`src/rtl/icache_ctrl.sv`:
```
// Direct-mapped read-only instruction cache: 8 lines x 16 bytes, zero-latency hits,
// block fill from slow memory over a read/busywait handshake, saturating hit/miss counters.
module icache_ctrl #(
  parameter int unsigned CNT_W = 16
) (
  input  logic               CLK,
  input  logic               reset,
  input  logic [9:0]         pc,
  input  logic               read,
  output logic [31:0]        instruction,
  output logic               busywait,
  output logic               mem_read,
  output logic [5:0]         mem_addr,
  input  logic [127:0]       mem_readdata,
  input  logic               mem_busywait,
  output logic [CNT_W-1:0]   hit_count,
  output logic [CNT_W-1:0]   miss_count
);

  typedef enum logic [1:0] {IDLE, MEM_READ, UPDATE} state_t;

  state_t       state, next_state;
  logic [127:0] data_mem [8];
  logic [2:0]   tag_mem  [8];
  logic [7:0]   valid;
  logic [127:0] fill;
  logic         post_fill;
  logic         hit;

  logic [2:0] pc_tag;
  logic [2:0] pc_index;
  assign pc_tag   = pc[9:7];
  assign pc_index = pc[6:4];

  assign hit = valid[pc_index] && (tag_mem[pc_index] == pc_tag);

  always_comb begin
    next_state  = state;
    instruction = '0;
    busywait    = 1'b0;
    mem_read    = 1'b0;
    if (read && hit)
      instruction = data_mem[pc_index][{pc[3:2], 5'b0} +: 32];
    if (read && (!hit || state != IDLE))
      busywait = 1'b1;
    case (state)
      IDLE:     if (read && !hit) next_state = MEM_READ;
      MEM_READ: begin
        mem_read = 1'b1;
        if (!mem_busywait) next_state = UPDATE;
      end
      UPDATE:   next_state = IDLE;
      default:  next_state = IDLE;
    endcase
  end

  // mem_read is decoded from state so that an asynchronous reset drops it at once.
  always_ff @(posedge CLK or posedge reset) begin
    if (reset) begin
      state      <= IDLE;
      valid      <= '0;
      mem_addr   <= '0;
      post_fill  <= 1'b0;
      hit_count  <= '0;
      miss_count <= '0;
    end else begin
      state     <= next_state;
      post_fill <= (state == UPDATE);
      if (state == IDLE && read && !hit) begin
        mem_addr <= pc[9:4];
        if (miss_count != '1) miss_count <= miss_count + 1'b1;
      end
      // The retried request right after a fill was already counted as a miss.
      if (state == IDLE && read && hit && !post_fill && hit_count != '1)
        hit_count <= hit_count + 1'b1;
      if (state == UPDATE)
        valid[mem_addr[2:0]] <= 1'b1;
    end
  end

  always_ff @(posedge CLK) begin
    if (state == MEM_READ && !mem_busywait)
      fill <= mem_readdata;
    if (state == UPDATE) begin
      data_mem[mem_addr[2:0]] <= fill;
      tag_mem[mem_addr[2:0]]  <= mem_addr[5:3];
    end
  end

endmodule
```
`config.mk`:
```
export PLATFORM = sky130hd
export DESIGN_NAME = icache_ctrl
export DESIGN_NICKNAME = d
export VERILOG_FILES = /design/src/rtl/icache_ctrl.sv
export SDC_FILE = /design/constraint.sdc
export NUM_CORES = 1
export LEC_CHECK = 0
export ABC_AREA = 1
export CAP_MARGIN = 20
export CORE_ASPECT_RATIO = 1.75
export CORE_UTILIZATION = 55
export DETAILED_ROUTE_END_ITERATION = 6
export GPL_ROUTABILITY_DRIVEN = 0
export MAX_ROUTING_LAYER = met4
export PLACE_DENSITY_LB_ADDON = 0.15
export SLEW_MARGIN = 25
export SYNTH_ARGS = -nofsm -noshare
export SYNTH_HDL_FRONTEND = slang
export SYNTH_SLANG_ARGS = --single-unit
```
`constraint.sdc`:
```
create_clock -name CLK -period 13.8 [get_ports CLK]
set_clock_uncertainty 0.15 [all_clocks]
set_input_delay 2.76 -clock CLK [delete_from_list [all_inputs] [get_ports CLK]]
set_output_delay 2.76 -clock CLK [all_outputs]
set_load 0.01 [all_outputs]
```
# Word level (Yosys, flattened, before mapping)
# Memory sizes are Yosys's and may differ from the RTL's.
# Cells that the tools add are included.
[word_totals] n_memories=2 word_cells=54 ramBits=1048 output_inout_bits=72 register_bits=177
[classes] order_cmp=3 n_reduce_logical=19 bitwise=1 shifts=1 muxes=12 n_eq_ne=7 addsub=2
[mem_list] name="data_mem" depth=8 width=128 read_ports=1 rd_clocked_by_memory_dff=0 write_ports=1 line_no="23" rtl="logic [127:0] data_mem [8];"
[mem_list] name="tag_mem" depth=8 width=3 read_ports=1 rd_clocked_by_memory_dff=0 write_ports=1 line_no="24" rtl="logic [2:0] tag_mem [8];"
[op_table] op="128-bit by 8-bit variable part select with 32-bit output" count=1
[op_table] op="16-bit by 1-bit adder with 16-bit output, second input constant" count=2
[op_table] op="32-bit 2-to-1 mux" count=1
[op_table] op="16-bit inequality test, second input constant" count=2
[op_table] op="1-bit logical AND" count=11
[op_table] op="3-bit by 4-bit < comparator with 1-bit output, second input constant" count=2
[op_table] op="8-bit OR" count=1
[op_table] op="1-bit 2-to-1 mux" count=6
[op_table] op="2-bit 2-to-1 mux" count=2
[op_table] op="2-bit inequality test, second input constant" count=2
[op_table] op="2-bit case mux with 2 select lines" count=1
[op_table] op="2-bit AND reduction" count=2
[op_table] op="1-bit binary-select mux with 3-bit select" count=1
[op_table] op="1-bit demux with 3-bit select" count=1
[op_table] op="3-bit == test" count=1
[op_table] op="3-bit by 1-bit >= comparator with 1-bit output, second input constant" count=1
[op_table] op="1-bit zero test" count=3
[op_table] op="2-bit by 1-bit == test with 1-bit output, second input constant" count=1
[op_table] op="2-bit == test, second input constant" count=1
[op_table] op="2-bit zero test" count=1
[op_table] op="2-bit nonzero test" count=1
[op_table] op="1-bit logical OR" count=1

# Depth between registers and ports, before layout
# Gate-level depths: netlist of the first run.
[depth] depth_word=7 mapped_depth=15 ltp_nobuf=13

# Least setup slack after synthesis of the first run
# Ideal clock, no wire load.
[synth_timing] kind="input -> register" startpoint="input mem_busywait" endpoint="register fill[0] (enable)" stages=1 arrival_ns=11.463 setup_time_ns=0.772 t_required_ns=12.878 path_slack_ns=1.415 cell_sequence="nor3_1"
[synth_between] elab_chain_cells=2
[synth_lines] item="start, declared" line_no="15" rtl="input logic mem_busywait,"
[synth_lines] item="1-bit zero test" line_no="82" rtl="if (state == MEM_READ && !mem_busywait)"
[synth_lines] item="1-bit logical AND" line_no="82"
[synth_lines] item="end signal, assigned" line_no="83" rtl="fill <= mem_readdata;"
[synth_lines] item="end, declared" line_no="26" rtl="logic [127:0] fill;"
# Every way passes these cells.
# A chain may end at the register's enable or synchronous reset.

# Worst setup path after layout of the first run
[layout_timing] startpoint="input pc[5]" endpoint="output instruction[31]"
[layout_between] elab_chain_cells=5 word_cells_on_any_way=9 classes_between="eq/ne: 1; shift: 1; mux: 3; reduce/logical: 2; memory: 2"
[layout_lines] item="start, declared" line_no="8" rtl="input logic [9:0] pc,"
[layout_lines] item="branches (longest 4 deep; another with memory read 8 x 128 bit)"
[layout_lines] item="32-bit 2-to-1 mux *" line_no="42" rtl="if (read && hit)"
[layout_lines] item="end, declared" line_no="10" rtl="output logic [31:0] instruction,"
# Every way passes the cells marked *. The select of a mux whose other input is x is not followed.

==> impl_metrics.ini, run 1 <==
[logic_synthesis]
syn_inst = 3653
yosys.area.top_type = edfxtp_1
seq_area_frac_synth = 0.762
yosysUniqueCellTypes = 39
synth_ff_type = edfxtp_1
synth_warnings = 0
synth_edf_count = 1176
synth_seq_cells = 1225
yosysMostFrequentCell = edfxtp_1
netlist.area_leader.share = 0.737
netlist_top_cells_area = edfxtp_1, nand2_1, nand3_1, a21oi_1, dfrtp_1
syn_nets = 3797
synth_common_cells = edfxtp_1, nand2_1, nand3_1, a21oi_1, a22oi_1
async_flop_share = 0.0400
synth_area_um2 = 47900
avgSynthCellArea_um2 = 13.1

[clocking]
holdBufCountCts = 0
cts_max_path_buffers = 3
clk_pin_slew_worst_paths_ns = 0.07
ctsResizeCount = 0
cts_buffers = 105
cts_tree = done
cts.htree.levels = 3
cts_root_buffer = clkbuf_16
clkSinkCount = 1225
postCtsSetupBuffers = 0
clkLatencyLatePin_ns = 0.70

[grt]
grt_use_total = 0.284
grt_max_degree = 189
met2_usage = 0.450
gr-total-overflow = 0
grt_most_used_layer = met2
grt_pass1_wl_um = 179000
grt_pass1_vias = 28800
grtUsageMet3 = 0.0399
antenna_found_initial = 4
met1_usage = 0.370

[timing]
slew_headroom = 0.268
drv_slew = 0
tns_ns = 0
final-setup-viol-count = 0
hold_violations = 0
period_needed_ns = 10.09
fin_crit_sh = 0.731
max_freq_ghz = 0.0991
worstMarginPinSlew_ns = 1.09
rsz0062_at_grt = no

[final_layout]
area_growth_pct = 13.5
drive_gt1_frac = 0.0601
filler_cell_count = 6452
finalNetCount = 3918

[outcome]
status = finished clean

[die]
initial_core_util = 0.558
rows = 142
die-area_um2 = 88400
coreArea_um2 = 86000
ioPinCount = 214
die_y_um = 393
die_w_um = 225

[critical_path]
cp-start-kind = input pin
crit_required_ns = 10.89
critPathLaunch = pc[5]
cp-end-kind = output port
r2r-start = state[1]
critPathMaxFanout = 93
critPathKind = input pin to output port
worst_ep_arrival_time_ns = 7.18

[pwr]
p_leak_nw = 18.8
total_power_w = 0.00822
irDropWorstVdd_mv = 0.107
power_density_nw_per_um2 = 151

[worst_hold_path]
hold_class = flip-flop to flip-flop
hp-start = state[0]

[place]
dp_hpwl_um = 61900
port_buffers = 211

[detailed_routing]
via_count = 30100
dr.pass1.iters = 5
vias_per_cell = 6.00
final_antenna_net_count = 0
wl_um = 121000
drc = 0
drt-initial-drc-count = 2924
routedWlPerCell_um = 24.0

[run]
maxCapViolCount = 0
layout by cell type, fill, tap and decap left out, drive strengths merged:
master / Yosys / final
a21oi: 396 / 396
a22oi: 163 / 163
buf: 177 / 42
bufinv: 0 / 11
clkbuf: 58 / 126
clkdlybuf4s50: 0 / 207
clkinv: 0 / 44
clkinvlp: 0 / 6
dfrtp: 49 / 49
diode: 0 / 2
edfxtp: 1176 / 1176
ha: 2 / 2
inv: 53 / 61
nand2: 987 / 987
nand3: 407 / 407
nand3b: 2 / 2
nand4: 18 / 18
nor2: 47 / 47
nor3: 3 / 3
nor3b: 1 / 1
nor4: 2 / 2
o211ai: 1 / 1
o21ai: 73 / 73
o221ai: 7 / 7
o22ai: 1 / 1
or2: 2 / 2
xnor2: 13 / 13
xor2: 15 / 15
power breakdown:
| group | internal (W) | total [W] | switching, W | leakage [nW] |
|---|---|---|---|---|
| Clock | 0.00165 | 0.00299 | 0.00134 | 1.70 |
| Sequential | 0.00439 | 0.00454 | 0.000146 | 11.3 |
| Combinational | 0.000204 | 0.000687 | 0.000482 | 5.80 |
final timing paths:
path / end / slack, ns / depth (start not counted)
worst max register to register: data_mem[3][11] / 10.10 / 6
max in group asynchronous: miss_count[12] / 10.65 / 3
min in group asynchronous: hit_count[14] / 2.40 / 3
worst min-delay path: post_fill / 0.31 / 1
worst max-delay path: instruction[31] / 3.71 / 11
worst min register to register: post_fill / 0.31 / 1
registers in the layout, indices dropped and copies added (netlist names):
register,flops
fill,128
valid,8
data_mem,1024
tag_mem,24
post_fill,1
mem_addr,6
state,2
miss_count,16
hit_count,16
per-layer routing:
metal,wire length (µm),vias up
met2,58700,1354
met1,47700,15000
li1,-,13500
met3,9500,208
met5,0,-
met4,4600,0
worst max-delay path, cell delays in order:
cell	delay [ns]
buf_8	0.27
inv_8	0.61
buf_4	0.75
buf_4	0.79
a21oi_1	0.08
a22oi_1	0.22
nand2_1	0.07
nand3_1	0.11
nand3_1	0.27
a21oi_1	0.50
clkdlybuf4s50_1	0.63
cells by family (layout without fill, tap and decap cells):
logic type | count (synthesis) | in the layout | synth area share
flops | 1225 | 1225 | 0.762
simple gates | 1469 | 1469 | 0.129
xor+xnor | 28 | 28 | 0.00512
buf+inv | 288 | 497 | 0.0275
fa+ha+maj | 2 | 2 | 0.000522
compound gates | 641 | 641 | 0.0761
other cells | 0 | 2 | 0
metrics by stage:
| step | setup slack, ns | util | cell area, µm² | std cells | hold slack, ns |
|---|---|---|---|---|---|
| global placement | 3.73 | 0.592 | 50900 | 4818 | 0.289 |
| CTS | 3.72 | 0.632 | 54400 | 5013 | 0.308 |
| finish | 3.71 | 0.633 | 54400 | 5016 | 0.309 |
| global route | 3.58 | 0.633 | 54400 | 5016 | 0.331 |
| detailed placement | 3.72 | 0.592 | 50900 | 4818 | 0.298 |
| floorplan | 1.42 | - | 47900 | 3653 | 0.274 |
area by class of cell:
class / instances / area, µm² / share of cell area
diodes: 2 / 5.00 / 0.0000920
clock buffers: 126 / 2770 / 0.0509
clock inverters: 69 / 707 / 0.0130
inverters: 53 / 225 / 0.00414
multi-input cells: 2140 / 10200 / 0.187
flip-flops and latches: 1225 / 36500 / 0.672
well taps: 1152 / 1440 / 0.0265
repair buffers: 249 / 2550 / 0.0469
Note: power is estimated with default switching activity, not from simulation.
==> run 2, diff against run 1 <==
clock period = 10.15 ns   (was 13.8 ns; I/O delays follow)
==> impl_metrics.ini, run 2 (same netlist as run 1, synthesis figures left out) <==
[timing]
period_needed_ns = 8.16
hold_violations = 0
final-setup-viol-count = 0
tns_ns = 0
worstMarginPinSlew_ns = 1.07
fin_crit_sh = 0.804
drv_slew = 0
setup_ws_ns = 1.99
max_freq_ghz = 0.123
rsz0062_at_grt = no
slew_headroom = 0.284

[final_layout]
largest_register_ffs = 1024
drive_gt1_frac = 0.0591
area_growth_pct = 13.5
final_common_cell = edfxtp_1
ff_latch_area_um2 = 36500
multi_input_area_um2 = 10200
filler_cell_count = 6355
finalNetCount = 3913
final_cell_mix = edfxtp_1, nand2_1, nand3_1, a21oi_1, clkdlybuf4s50_1

[clocking]
cts_buffers = 106
clkSinkCount = 1225
cts_tree = done
holdBufCountCts = 0
clkLatencyLatePin_ns = 0.71
cts_max_path_buffers = 3
clk_pin_slew_worst_paths_ns = 0.07
ctsResizeCount = 0
postCtsSetupBuffers = 0
cts_root_buffer = clkbuf_16
cts.htree.levels = 3

[die]
initial_core_util = 0.558
die-area_um2 = 88400
ioPinCount = 214
die_w_um = 225
die_y_um = 393
coreArea_um2 = 86000
rows = 142

[place]
port_buffers = 211
pre_cts_ws_ns = 2.02
dp_hpwl_um = 58900

[pwr]
power_density_nw_per_um2 = 206
irDropWorstVdd_mv = 0.157
p_leak_nw = 18.8

[detailed_routing]
dr.pass1.iters = 6
drt-initial-drc-count = 2981
drc = 0
via_count = 29800
vias_per_cell = 5.95
routedWlPerCell_um = 23.8
final_antenna_net_count = 0
wl_um = 119000

[critical_path]
worst_ep_arrival_time_ns = 5.98
critPathMaxFanout = 240
cpMostUsedCell = nand2_1
crit_required_ns = 7.97
crit_path_top_delay_cell = a21oi_1
cp-start-kind = input pin
crit_path_cell_trace = buf_8, inv_16, nand2_1, nand3_1, nand3_1, nand2_1, nand2_1, nand2_1, nor2_8, nand3_2, a21oi_1, clkdlybuf4s50_1
cp-end-kind = output port
crit_path_max_incr_delay_ns = 0.69
critPathKind = input pin to output port

[worst_hold_path]
hold_class = flip-flop to flip-flop

[grt]
gr-total-overflow = 0
grt_use_total = 0.282
antenna_found_initial = 2
grt_pass1_wl_um = 177000
grt_max_degree = 241
grt_pass1_vias = 28700

[outcome]
status = finished clean

[run]
maxCapViolCount = 0
## run 2: metrics by stage
step / cell area (µm²) / utilization / std cells / total power (W) / hold slack (ns)
2_1_floorplan: 47900 / - / 3653 / 0.00678 / 0.274
3_3_place_gp: 50900 / 0.592 / 4813 / 0.00718 / 0.290
3_5_place_dp: 50900 / 0.592 / 4813 / 0.00721 / 0.296
4_1_cts: 54400 / 0.633 / 5013 / 0.0113 / 0.312
5_1_grt: 54400 / 0.633 / 5015 / 0.0116 / 0.321
6_report: 54400 / 0.633 / 5015 / 0.0112 / 0.308
## run 2: critical path, delay by kind of cell
kind | cells | cell delay (ns)
AOI/OAI and AO/OA | 1 | 0.69
buffers and inverters | 3 | 1.58
and+or+nand+nor | 8 | 1.53
## run 2: worst paths after layout
check,startpoint,to,slack [ns],cells past startpoint
max,pc[4],instruction[6],1.99,12
min,valid[5],valid[5],0.31,2
max reg2reg,hit_count[0],hit_count[12],7.43,11
min reg2reg,valid[5],valid[5],0.31,2
max in group asynchronous,reset,mem_addr[5],7.80,2
min in group asynchronous,reset,hit_count[10],1.61,2
## run 2: routing by layer
layer | up-vias | part of all wire | GRT usage
li1 | 13500 | - | -
met1 | 14800 | 0.40 | 0.364
met3 | 208 | 0.072 | 0.0371
met4 | 0 | 0.034 | 0.109
met2 | 1285 | 0.50 | 0.457
met5 | - | 0 | -
## run 2: report_power, final
group	switching [W]	leakage, nW	internal, W	total [W]
clock network	0.00181	1.72	0.00232	0.00413
registers	0.000196	11.3	0.00597	0.00617
logic	0.000649	5.77	0.000277	0.000926
## run 2: final cells by class
type,count,share of cell area
Timing Repair Buffer,243,0.0463
Sequential cell,1225,0.671
Inverter,53,0.00418
Clock buffer,122,0.0502
Multi-Input combinational cell,2140,0.187
Antenna cell,2,0.0000920
Clock inverter,78,0.0147
Tap cell,1152,0.0265
